File: config.mk
export PLATFORM = sky130hd
export DESIGN_NAME = demod_channel_scheduler
export DESIGN_NICKNAME = d
export VERILOG_FILES = /design/src/rtl/demod_channel_scheduler.sv
export SDC_FILE = /design/constraint.sdc
export NUM_CORES = 1
export LEC_CHECK = 0
export CAP_MARGIN = 5
export CORE_UTILIZATION = 46
export DETAILED_ROUTE_END_ITERATION = 8
export PLACE_DENSITY_LB_ADDON = 0.2
export SLEW_MARGIN = 20
export SYNTH_ARGS = -nofsm -noshare
export SYNTH_HDL_FRONTEND = slang
export SYNTH_SLANG_ARGS = --single-unit
export TNS_END_PERCENT = 100
File: constraint.sdc
create_clock -name s00_axis_aclk -period 5 [get_ports s00_axis_aclk]
set_input_delay 0.5 -clock s00_axis_aclk [delete_from_list [all_inputs] [get_ports s00_axis_aclk]]
set_output_delay 0.5 -clock s00_axis_aclk [all_outputs]
set_load 0.02 [all_outputs]
File: src/rtl/demod_channel_scheduler.sv
// rtl/demod_channel_scheduler.sv - round-robin shared FM phase-difference demodulator for NUM_CH CORDIC streams
module demod_channel_scheduler #(
  parameter int NUM_CH                 = 4,
  parameter int CH_W                   = 2,
  parameter int LOCK_PACKET            = 0,
  parameter int C_S00_AXIS_TDATA_WIDTH = 32,
  parameter int C_M00_AXIS_TDATA_WIDTH = 32
) (
  input  logic                                     s00_axis_aclk,
  input  logic                                     s00_axis_aresetn,
  input  logic [NUM_CH-1:0]                        s00_axis_tvalid,
  input  logic [NUM_CH*C_S00_AXIS_TDATA_WIDTH-1:0] s00_axis_tdata,
  input  logic [NUM_CH-1:0]                        s00_axis_tlast,
  output logic [NUM_CH-1:0]                        s00_axis_tready,
  input  logic [NUM_CH-1:0]                        clear_history,
  input  logic                                     m00_axis_tready,
  output logic                                     m00_axis_tvalid,
  output logic                                     m00_axis_tlast,
  output logic [C_M00_AXIS_TDATA_WIDTH-1:0]        m00_axis_tdata,
  output logic [C_M00_AXIS_TDATA_WIDTH/8-1:0]      m00_axis_tstrb,
  output logic [CH_W-1:0]                          busy_ch,
  output logic                                     locked
);

  typedef enum logic {ST_ARB, ST_LOCK} state_t;

  state_t                              state_q, state_d;
  logic [CH_W-1:0]                     rr_ptr_q, rr_ptr_d;
  logic [CH_W-1:0]                     busy_ch_q, busy_ch_d;
  logic [15:0]                         prev_angle_q [NUM_CH];
  logic [15:0]                         prev_angle_d [NUM_CH];
  logic [NUM_CH-1:0]                   primed_q, primed_d;
  logic                                out_vld_q, out_vld_d;
  logic                                out_last_q, out_last_d;
  logic [C_M00_AXIS_TDATA_WIDTH-1:0]   out_data_q, out_data_d;
  logic [C_M00_AXIS_TDATA_WIDTH/8-1:0] out_strb_q, out_strb_d;

  logic            out_free, grant_vld, accept, grant_last;
  logic [CH_W-1:0] grant_ch;
  logic [15:0]     angle, diff, sample;
  logic            unused_bits;

  assign out_free = m00_axis_tready | ~out_vld_q;

  // Farthest candidate first so the nearest valid channel after rr_ptr wins.
  always_comb begin
    grant_vld = 1'b0;
    grant_ch  = '0;
    if (state_q == ST_LOCK) begin
      grant_vld = s00_axis_tvalid[busy_ch_q];
      grant_ch  = busy_ch_q;
    end else begin
      for (int i = NUM_CH; i >= 1; i--) begin
        if (s00_axis_tvalid[(int'(rr_ptr_q) + i) % NUM_CH]) begin
          grant_vld = 1'b1;
          grant_ch  = CH_W'((int'(rr_ptr_q) + i) % NUM_CH);
        end
      end
    end
  end

  assign accept     = grant_vld & out_free;
  assign grant_last = s00_axis_tlast[grant_ch];

  always_comb begin
    s00_axis_tready = '0;
    if (accept) s00_axis_tready[grant_ch] = 1'b1;
  end

  assign angle = s00_axis_tdata[int'(grant_ch)*C_S00_AXIS_TDATA_WIDTH + C_S00_AXIS_TDATA_WIDTH - 16 +: 16];
  // Modular 16-bit subtraction handles the +/-pi wrap for free.
  assign diff  = angle - prev_angle_q[grant_ch];

  always_comb begin
    sample = '0;
    if (primed_q[grant_ch] && !clear_history[grant_ch]) sample = {diff[15], diff[15:1]};
  end

  always_comb begin
    unused_bits = diff[0];
    for (int k = 0; k < NUM_CH; k++) begin
      unused_bits = unused_bits ^ (^s00_axis_tdata[k*C_S00_AXIS_TDATA_WIDTH +: C_S00_AXIS_TDATA_WIDTH-16]);
    end
  end

  always_comb begin
    state_d   = state_q;
    rr_ptr_d  = rr_ptr_q;
    busy_ch_d = busy_ch_q;
    if (accept) begin
      if (state_q == ST_ARB) begin
        rr_ptr_d = grant_ch;
        if ((LOCK_PACKET != 0) && !grant_last) begin
          state_d   = ST_LOCK;
          busy_ch_d = grant_ch;
        end
      end else if (grant_last) begin
        rr_ptr_d = busy_ch_q;
        state_d  = ST_ARB;
      end
    end
  end

  always_comb begin
    prev_angle_d = prev_angle_q;
    primed_d     = primed_q & ~clear_history;
    out_vld_d    = out_vld_q & ~m00_axis_tready;
    out_last_d   = out_last_q;
    out_data_d   = out_data_q;
    out_strb_d   = out_strb_q;
    if (accept) begin
      prev_angle_d[grant_ch]   = angle;
      primed_d[grant_ch]       = 1'b1;
      out_vld_d                = 1'b1;
      out_last_d               = grant_last;
      out_strb_d               = '1;
      out_data_d               = '0;
      out_data_d[15:0]         = sample;
      out_data_d[16 +: CH_W]   = grant_ch;
    end
  end

  always_ff @(posedge s00_axis_aclk or negedge s00_axis_aresetn) begin
    if (!s00_axis_aresetn) begin
      state_q    <= ST_ARB;
      rr_ptr_q   <= CH_W'(NUM_CH-1);
      busy_ch_q  <= '0;
      primed_q   <= '0;
      out_vld_q  <= 1'b0;
      out_last_q <= 1'b0;
      out_data_q <= '0;
      out_strb_q <= '0;
      for (int k = 0; k < NUM_CH; k++) prev_angle_q[k] <= '0;
    end else begin
      state_q      <= state_d;
      rr_ptr_q     <= rr_ptr_d;
      busy_ch_q    <= busy_ch_d;
      primed_q     <= primed_d;
      out_vld_q    <= out_vld_d;
      out_last_q   <= out_last_d;
      out_data_q   <= out_data_d;
      out_strb_q   <= out_strb_d;
      prev_angle_q <= prev_angle_d;
    end
  end

  assign m00_axis_tvalid = out_vld_q;
  assign m00_axis_tlast  = out_last_q;
  assign m00_axis_tdata  = out_data_q;
  assign m00_axis_tstrb  = out_strb_q;
  assign busy_ch         = busy_ch_q;
  assign locked          = (state_q == ST_LOCK);

endmodule
## Word level (Yosys, flattened, before mapping)

Cells that the tools add are included.

| storage, ports and cells | value |
|---|---|
| bits in registers | 92 |
| bits in latches | 0 |
| memory bits (writable) | 0 |
| memory bits (read-only) | 0 |
| input bits | 143 |
| output and inout bits | 45 |
| logic and storage cells | 94 |
| memories kept | 0 |

| cells by class | value |
|---|---|
| add/sub/neg operators | 7 |
| multipliers | 0 |
| div/mod/pow operators | 0 |
| order comparisons | 8 |
| equal/unequal tests | 1 |
| shift operators | 1 |
| muxes and demuxes | 44 |
| bitwise gates (word level) | 13 |
| reductions and logical operators | 9 |

Operators by type and width:

| operator | count |
|---|---|
| $shiftx A128 B9 Y16 | 1 |
| $bwmux W64 | 1 |
| $mux W16 | 4 |
| $bmux W16 S2 | 1 |
| $demux W16 S2 | 1 |
| $mux W1 | 20 |
| $lt A3 B4 Y1 const B | 4 |
| $sub A16 B16 Y16 | 1 |
| $bmux W1 S2 | 7 |
| $mux W2 | 7 |
| $sub A8 B5 Y9 const B | 1 |
| $add A7 B6 Y8 const B | 1 |
| $mux W4 | 2 |
| $reduce_or A2 Y1 | 4 |
| $add A2 B1 Y2 const B | 2 |
| $add A2 B2 Y2 const B | 2 |
| $and A1 B1 Y1 const A | 4 |
| $and A4 B4 Y4 | 1 |
| $not A4 Y4 | 1 |
| $or A4 B4 Y4 | 1 |
| $ge A3 B3 Y1 const B | 1 |
| $logic_and A1 B1 Y1 | 3 |
| $lt A2 B3 Y1 const B | 1 |
| $lt A3 B1 Y1 const B | 1 |
| 9 further kinds | 11 |

## Logic depth before layout (Yosys ltp)

Gate-level depths: netlist (run 1).

| logic depth | value |
|---|---|
| depth in word-level cells | 17 |
| mapped depth | 20 |

## Worst setup path before layout (run 1)

Ideal clock, no wire load.

| path | value |
|---|---|
| path kind | flip-flop to flip-flop |
| start | reg rr_ptr_q[1] |
| end | reg out_data_q[13] (netlist: m00_axis_tdata[13]) |
| library setup time | 126 ps |
| arrival | 4307 ps |
| required time | 4874 ps |
| path slack | 567 ps |
| cell stages (with the launch flop) | 19 |
| buffers on the path | 2 |
| cells stage by stage | dfstp_2 -> buf_2 -> mux2i_2 -> o31a_1 -> nand2_1 -> clkbuf_1 -> nand2_1 -> nand2_1 -> o21ai_0 -> inv_1 -> fa_1 -> a21o_1 -> a21oi_1 -> o21bai_1 -> a211oi_1 -> o311ai_1 -> a2111oi_0 -> nor3_1 -> a221o_1 |

RTL lines:

| what | line | RTL |
|---|---|---|
| from (decl) | 28 | `logic [CH_W-1:0] rr_ptr_q, rr_ptr_d;` |
| from (signal assigned) | 126 | `rr_ptr_q <= CH_W'(NUM_CH-1);` |
| from (signal assigned) | 136 | `rr_ptr_q <= rr_ptr_d;` |
| $add A2 B1 Y2 | 54, 56 |  |
| $bmux W1 S2 | 54 | `if (s00_axis_tvalid[(int'(rr_ptr_q) + i) % NUM_CH]) begin` |
| $mux W1 (not written as such) (2 in series) | 54 |  |
| $mux W2 (3 in series) | 54 |  |
| $mux W2 * | 54 |  |
| $mux W2 * | 49 | `if (state_q == ST_LOCK) begin` |
| $add A7 B6 Y8 * | 70 | `assign angle = s00_axis_tdata[int'(grant_ch)*C_S00_AXIS_TDATA_WIDTH + C_S00_AXIS_TDATA_WIDTH - 16 +: 16];` |
| $sub A8 B5 Y9 * | 70 |  |
| $shiftx A128 B9 Y16 * | 70 |  |
| via angle[1] | 40 | `logic [15:0] angle, diff, sample;` |
| $sub A16 B16 Y16 * | 72 | `assign diff = angle - prev_angle_q[grant_ch];` |
| $mux W16 * | 76 | `if (primed_q[grant_ch] && !clear_history[grant_ch]) sample = {diff[15], diff[15:1]};` |
| to (signal assigned) | 141 | `out_data_q <= out_data_d;` |
| to (decl) | 35 | `logic [C_M00_AXIS_TDATA_WIDTH-1:0] out_data_q, out_data_d;` |

The timed path passes the listed nets; every way through them passes the cells marked *. The select of a mux whose other input is x is not followed.
A chain may end at the register's enable or synchronous reset.

## Worst setup path in the final report (run 1)

| path | value |
|---|---|
| start | in s00_axis_tvalid[1] |
| end | reg out_data_q[13] (netlist: m00_axis_tdata[13]) |

| between the ends | value |
|---|---|
| cells in the longest elaborated chain, start to end | 14 |

RTL lines:

| what | line | RTL |
|---|---|---|
| from (decl) | 11 | `input logic [NUM_CH-1:0] s00_axis_tvalid,` |
| parallel branches: the longest is 14 deep, another holds $sub A16 B16 Y16 | -- |  |

Parallel ways; which one is timed is not known. The select of a mux whose other input is x is not followed.

==> flow_metrics.env, run 1 <==
export IMPL_run_status="finished clean"
export IMPL_synth_seq_cells=91
export IMPL_timing_hold_violations_final=0
export IMPL_n_antenna_cell=0
export IMPL_grt_max_degree=92
export IMPL_r2r_start="rr_ptr_q[1]"
export IMPL_dp_cells=965
export IMPL_antenna_found_initial=0
export IMPL_p_leak_nw=3.31
export IMPL_cp_buffers_inverters=4
export IMPL_clock_fmax_mhz=212
export IMPL_ant_nets=0
export IMPL_place_gp_congestion=0.904
export IMPL_final_cell_area_mm2=0.00706
export IMPL_synth_largest_area_cell="dfrtp_1"
export IMPL_synth_edf_count=0
export IMPL_portBuffers=107
export IMPL_grt_pass1_wl_um=24100
export IMPL_drt_initial_drc_count=423
export IMPL_clock_sinks=91
export IMPL_clk_path_buf_depth=2
export IMPL_tightest_slew_ns=0.813
export IMPL_final_cell_mix="200 x nand2_1, 106 x clkdlybuf4s50_1, 103 x o21ai_0"
export IMPL_fp_dieW_um=111
export IMPL_synth_top_area_frac=0.408
export IMPL_initial_utilization=0.476
export IMPL_crit_path_end_kind="flop"
export IMPL_fp_row_count=39
export IMPL_fin_setup_tns_ns=0
export IMPL_grtUsageTotal=0.245
export IMPL_fin_skew_ns=0.00736
export IMPL_setup_violations=0
export IMPL_path_delay_family="compound AO/OA/AOI/OAI gates"
export IMPL_fin_cells=980
export IMPL_rsz0062_at_grt="false"
export IMPL_cts_buffers=9
export IMPL_routed_wl_um=14700
export IMPL_die_area_mm2=0.0123
export IMPL_power_w=0.00426
export IMPL_slew_violations=0
export IMPL_power_density_mw_per_mm2=603
export IMPL_place_area_mm2=0.00680
export IMPL_synthToLayoutAreaGrowth_pct=29.4
export IMPL_crit_cells=20
export IMPL_yosysSeqAreaShare=0.418
export IMPL_htreeDepth=3
export IMPL_endpoint="m00_axis_tdata[13]"
export IMPL_grt_pass1_vias=4974
export IMPL_routed_via_density=5.43
export IMPL_die_h_um=111
export IMPL_critPathSlowestCell="fa_1"
export IMPL_worstSetupPathType="in -> reg"
export IMPL_pwr_share_seq=0.284
export IMPL_cp_data_arrival_time_ns=4.95
export IMPL_clk_pin_slew_worst_paths_ns=0.06
export IMPL_pwr_share_clk=0.143
export IMPL_post_dp_hpwl_um=11000
export IMPL_combPwrFrac=0.573
export IMPL_clkLatencyLatePin_ns=0.34
export IMPL_drive_above_1_share=0.0872
export IMPL_maxCapViolations=0
export IMPL_slew_headroom=0.458
export IMPL_fin_nets=991
export IMPL_ys_flop_type="dfrtp_1"
export IMPL_hold_path_class="in -> async"
export IMPL_coreArea_mm2=0.0115
export IMPL_synthesis_area_mm2=0.00546
export IMPL_synthArstFlopShare=1.00
export IMPL_io_pins=188
export IMPL_post_route_min_period_ns=4.72
export IMPL_drtPass1Iterations=5
export IMPL_vias=5326
export IMPL_avgSynthCellArea_um2=7.64
export IMPL_startpoint="s00_axis_tvalid[1]"
export IMPL_worst_path_max_fanout=10
export IMPL_wl_per_cell_um=15.0
export IMPL_setup_worst_path_start_class="input port"
export IMPL_rr_worst_depth=18
export IMPL_swShare=0.435
export IMPL_r2r_slack_ns=0.29
export IMPL_ys_types=61
export IMPL_syn_inst=714
export IMPL_grt_overflow_total=0
export IMPL_layout_commonest_cell="nand2_1"
export IMPL_cts_tree="yes"
export IMPL_cpMostUsedCell="buf_4"
export IMPL_ys_warn_count=0
export IMPL_cp_slowest_stage_delay_ns=0.47
export IMPL_netlist_top_cells_area="dfrtp_1 41%, nand2_1 14%, o21ai_0 9.7%"
export IMPL_r2r_end="m00_axis_tdata[13]"
export IMPL_power_switching_w=0.00185
export IMPL_root_buffer="clkbuf_16"
export IMPL_drcViolationCount=0
export IMPL_cp_cell_sequence="clkdlybuf4s50_1, buf_4, mux2i_2, o221a_2, nand2_2, nand2_1, buf_4, nand2_1, nand3_1, o21ai_0, fa_1, a21o_1, a21oi_1, o21bai_1, a211oi_1, o311ai_1, a2111oi_0, buf_4, nor3_1, a221o_1"
export IMPL_required_ns=5.23
export IMPL_period_share=0.944
export IMPL_p_int_w=0.00241
export IMPL_vdd_drop_max_mv=0.304
[area by class of cell]
class	count	area, um^2
tap	143	179
inverter	32	120
timing repair buffer	150	1400
multi-input combinational	549	2830
clock buffer	11	233
clock inverter	4	26.3
fill	1012	4410
sequential	91	2280
[metal layers]
metal,wire length (um),up-vias,global-route usage
li1,-,2597,-
met1,6650,2470,0.321
met2,6840,232,0.413
met3,936,27,0.0361
met4,277,0,0.0871
met5,0,-,0
[synth_stat cells, types with 3 or more instances]
cell / n
ha_1: 14
xor2_1: 4
nand2_1: 200
xnor2_1: 5
mux2i_1: 3
nand2b_1: 4
nand3_1: 43
and2_1: 3
a32o_1: 3
buf_1: 4
a211o_1: 3
nand4_1: 3
a21o_1: 5
o21ai_1: 11
o31a_1: 3
dfrtp_1: 89
inv_1: 32
o21ai_0: 106
nor3_1: 5
nor2b_1: 4
buf_4: 20
nor2_1: 56
or3_1: 3
a21oi_1: 11
a211oi_1: 4
clkbuf_1: 32
[flip-flops by register name, indices dropped and copies added (netlist names)]
register / cells
prev_angle_q: 64
m00_axis_tdata: 17
primed_q: 4
rr_ptr_q: 2
locked: 1
m00_axis_tlast: 1
m00_axis_tstrb: 1
m00_axis_tvalid: 1
[logic make-up (layout without fill, tap and decap cells)]
group / after synthesis / in the layout / synth area share
muxes: 5 / 5 / 0.0101
xor gates and xnor gates: 9 / 9 / 0.0144
buffers and inverters: 89 / 197 / 0.0752
other: 1 / 16 / 0.000687
AOI/OAI and AO/OA: 171 / 171 / 0.189
and+or+nand+nor: 333 / 333 / 0.257
DFF: 91 / 91 / 0.418
adders and majority gates: 15 / 15 / 0.0358
[power by group through the flow]
stage	clock network [W]	registers (W)	logic, W
after floorplan	0	0.00123	0.00153
after global placement	0	0.00120	0.00233
after detailed placement	0	0.00122	0.00241
after CTS	0.000620	0.00121	0.00242
after global routing	0.000653	0.00124	0.00271
final	0.000611	0.00121	0.00244
[worst register-to-register path: stages, from the launching register on]
cell and delay, ns:
dfstp_2 0.64, mux2i_2 0.28, o221a_2 0.27, nand2_2 0.07
nand2_1 0.25, buf_4 0.27, nand2_1 0.07, nand3_1 0.07
o21ai_0 0.17, fa_1 0.47, a21o_1 0.19, a21oi_1 0.20
o21bai_1 0.11, a211oi_1 0.39, o311ai_1 0.19, a2111oi_0 0.45
buf_4 0.19, nor3_1 0.05, a221o_1 0.29
[how the worst min path moves through the flow]
stage	startpoint	to	slack, ns	depth (start not counted)
after floorplan	s00_axis_aresetn	locked	0.20	0
after detailed placement	m00_axis_tdata[12]	m00_axis_tdata[12]	0.47	2
after global routing	s00_axis_aresetn	prev_angle_q[3]	0.30	1
final	s00_axis_aresetn	prev_angle_q[3]	0.23	1
after global placement	m00_axis_tdata[17]	m00_axis_tdata[17]	0.46	1
after CTS	s00_axis_aresetn	prev_angle_q[3]	0.43	1
[through the flow]
step                hold WS (ns)  utilization  worst slack (ns)
CTS                        0.425        0.615             0.268
global route               0.304        0.616            0.0350
detailed placement         0.466        0.593           -0.0814
global placement           0.458        0.593           -0.0390
floorplan                  0.204            -             0.567
finish                     0.229        0.616             0.279
[timing repair]
action	4_1_cts	5_1_grt
hold buffers	0	0
gates resized for setup	0	2
buffers inserted	0	0
endpoints found under the setup margin	0	1
No activity file was read; power rests on OpenSTA's default activity.
==> inputs of run 2 (changes only) <==
- CTS_CLUSTER_SIZE: unset -> 28
- SKIP_CTS_REPAIR_TIMING: unset -> 1
==> results of run 2 <==
Final layout, timing and power as in run 1 (identical DEF).
==> inputs of run 3 (changes only) <==
- CAP_MARGIN: 5 -> 20
- CORE_ASPECT_RATIO: unset -> 1.1
==> run 3 against run 2 <==
  * Setup slack improved by 0.094 ns
  * Flip-flop and latch count did not move
  * Sequential share of layout area fell by 0.22 points
  * Cell count rose by 0.71%
  * Fmax rose by 2.0%
  * Non-clock buffer count fell by 1
  * Critical path type unchanged
==> flow_metrics.env, run 3 (synthesis results as in run 1) <==
export IMPL_routed_via_density=5.38
export IMPL_p_leak_nw=3.33
export IMPL_power_density_mw_per_mm2=608
export IMPL_rr_worst_depth=18
export IMPL_dp_cells=971
export IMPL_fp_row_count=41
export IMPL_use_met1=0.317
export IMPL_final_setup_worst_slack_ns=0.373
export IMPL_worstSetupPathType="in -> reg"
export IMPL_setup_worst_path_start_class="input port"
export IMPL_initial_utilization=0.475
export IMPL_vdd_drop_max_mv=0.249
export IMPL_root_buffer="clkbuf_16"
export IMPL_final_cell_mix="200 x nand2_1, 106 x clkdlybuf4s50_1, 105 x o21ai_0"
export IMPL_busiest_layer="met2"
export IMPL_multi_input_area_mm2=0.00283
export IMPL_drcViolationCount=0
export IMPL_cp_data_arrival_time_ns=4.85
export IMPL_fin_nets=990
export IMPL_die_h_um=116
export IMPL_clk_pin_slew_worst_paths_ns=0.06
export IMPL_ant_nets=0
export IMPL_rsz0062_at_grt="false"
export IMPL_coreArea_mm2=0.0115
export IMPL_clk_path_buf_depth=2
export IMPL_fin_skew_ns=0.00686
export IMPL_maxCapViolations=0
export IMPL_setup_violations=0
export IMPL_drt_initial_drc_count=380
export IMPL_post_dp_hpwl_um=10800
export IMPL_pwr_share_seq=0.279
export IMPL_tightest_slew_ns=0.748
export IMPL_hold_path_class="in -> async"
export IMPL_timing_hold_violations_final=0
export IMPL_whs_ns=0.133
export IMPL_clock_fmax_mhz=216
export IMPL_grt_overflow_total=0
export IMPL_power_switching_w=0.00186
export IMPL_drtPass1Iterations=5
export IMPL_required_ns=5.23
export IMPL_portBuffers=107
export IMPL_cts_buffers=9
export IMPL_place_gp_congestion=0.923
export IMPL_register_area_mm2=0.00228
export IMPL_antenna_found_initial=0
export IMPL_r2r_slack_ns=0.43
export IMPL_slew_headroom=0.498
export IMPL_synthToLayoutAreaGrowth_pct=30.3
export IMPL_cp_slowest_stage_delay_ns=0.44
export IMPL_grt_util_met2=0.446
export IMPL_grt_max_degree=52
export IMPL_grtUsageMet3=0.0352
export IMPL_swShare=0.431
export IMPL_dpl_worst_slack_ns=-0.0543
export IMPL_cts_tree="yes"
export IMPL_n_antenna_cell=0
export IMPL_grt_pass1_vias=4995
export IMPL_slew_violations=0
export IMPL_combPwrFrac=0.562
export IMPL_cp_cell_sequence="clkdlybuf4s50_1, buf_4, mux2i_2, buf_4, o31a_1, nand2_1, buf_4, nand2_1, nand2_1, o21ai_0, inv_1, ha_1, a21o_1, a21oi_1, o21bai_1, a211oi_1, o311ai_1, a2111oi_2, nor3_1, a221o_1"
export IMPL_post_route_min_period_ns=4.63
export IMPL_vias=5309
export IMPL_nFillCells=1019
export IMPL_path_delay_family="compound AO/OA/AOI/OAI gates"
export IMPL_pwr_share_clk=0.159
export IMPL_htreeDepth=3
export IMPL_grtUsageTotal=0.250
export IMPL_clkLatencyLatePin_ns=0.34
export IMPL_worst_path_max_fanout=14
export IMPL_p_int_w=0.00246
export IMPL_routed_wl_um=14700
export IMPL_drive_above_1_share=0.0908
export IMPL_largest_register_ffs=64
export IMPL_period_share=0.925
export IMPL_r2r_end="m00_axis_tdata[13]"
export IMPL_wl_per_cell_um=14.9
export IMPL_crit_path_end_kind="flop"
export IMPL_grt_pass1_wl_um=24200
export IMPL_die_area_mm2=0.0123
export IMPL_critPathSlowestCell="a2111oi_2"
export IMPL_layout_commonest_cell="nand2_1"
export IMPL_io_pins=188
export IMPL_top_register="prev_angle_q"
export IMPL_startpoint="s00_axis_tvalid[1]"
export IMPL_cp_buffers_inverters=5
export IMPL_fin_cells=987
export IMPL_run_status="finished clean"
export IMPL_clock_sinks=91
export IMPL_r2r_start="rr_ptr_q[1]"
export IMPL_fp_dieW_um=106
==> run 3: cell count changes in the layout (fill, tap and decap cells not counted), sizes merged <==
cell    delta
clkinv     +2
inv        -1
buf        -1
clkbuf     -1
bufinv     +1
==> run 3: power by group through the flow <==
stage / sequential, W / clock (W) / combinational (W)
5_1_grt: 0.00125 / 0.000725 / 0.00270
2_1_floorplan: 0.00123 / 0 / 0.00153
3_3_place_gp: 0.00120 / 0 / 0.00231
4_1_cts: 0.00120 / 0.000694 / 0.00239
3_5_place_dp: 0.00121 / 0 / 0.00237
6_report: 0.00121 / 0.000688 / 0.00243
==> run 3: worst max path at each step <==
stage	endpoint	slack, ns	cells past startpoint
final	m00_axis_tdata[13]	0.37	20
after detailed placement	m00_axis_tdata[13]	-0.05	19
after global placement	m00_axis_tdata[13]	0.06	19
after floorplan	m00_axis_tdata[13]	0.57	18
after CTS	m00_axis_tdata[13]	0.28	19
after global routing	m00_axis_tdata[13]	0.02	20
==> run 3: routing by layer <==
metal  vias to the layer above  routed length [um]
met1                      2464                6580
li1                       2606                   -
met5                         -                   0
met4                         0                 209
met2                       221                7080
met3                        18                 871
==> run 3: layout make-up <==
cell class	instances	area share
inverters	32	0.0169
clock inverters	6	0.00915
multi-input cells	549	0.399
clock buffers	10	0.0336
flip-flops and latches	91	0.321
repair buffers	149	0.195
well taps	150	0.0264
==> run 3: through the flow <==
step,cell area (um^2),power (W),utilization,TNS (ns)
finish,7110,0.00433,0.619,0
global route,7110,0.00467,0.619,0
CTS,7100,0.00428,0.618,0
detailed placement,6800,0.00358,0.592,-0.0543
global placement,6800,0.00351,0.592,0
floorplan,5510,0.00276,-,0
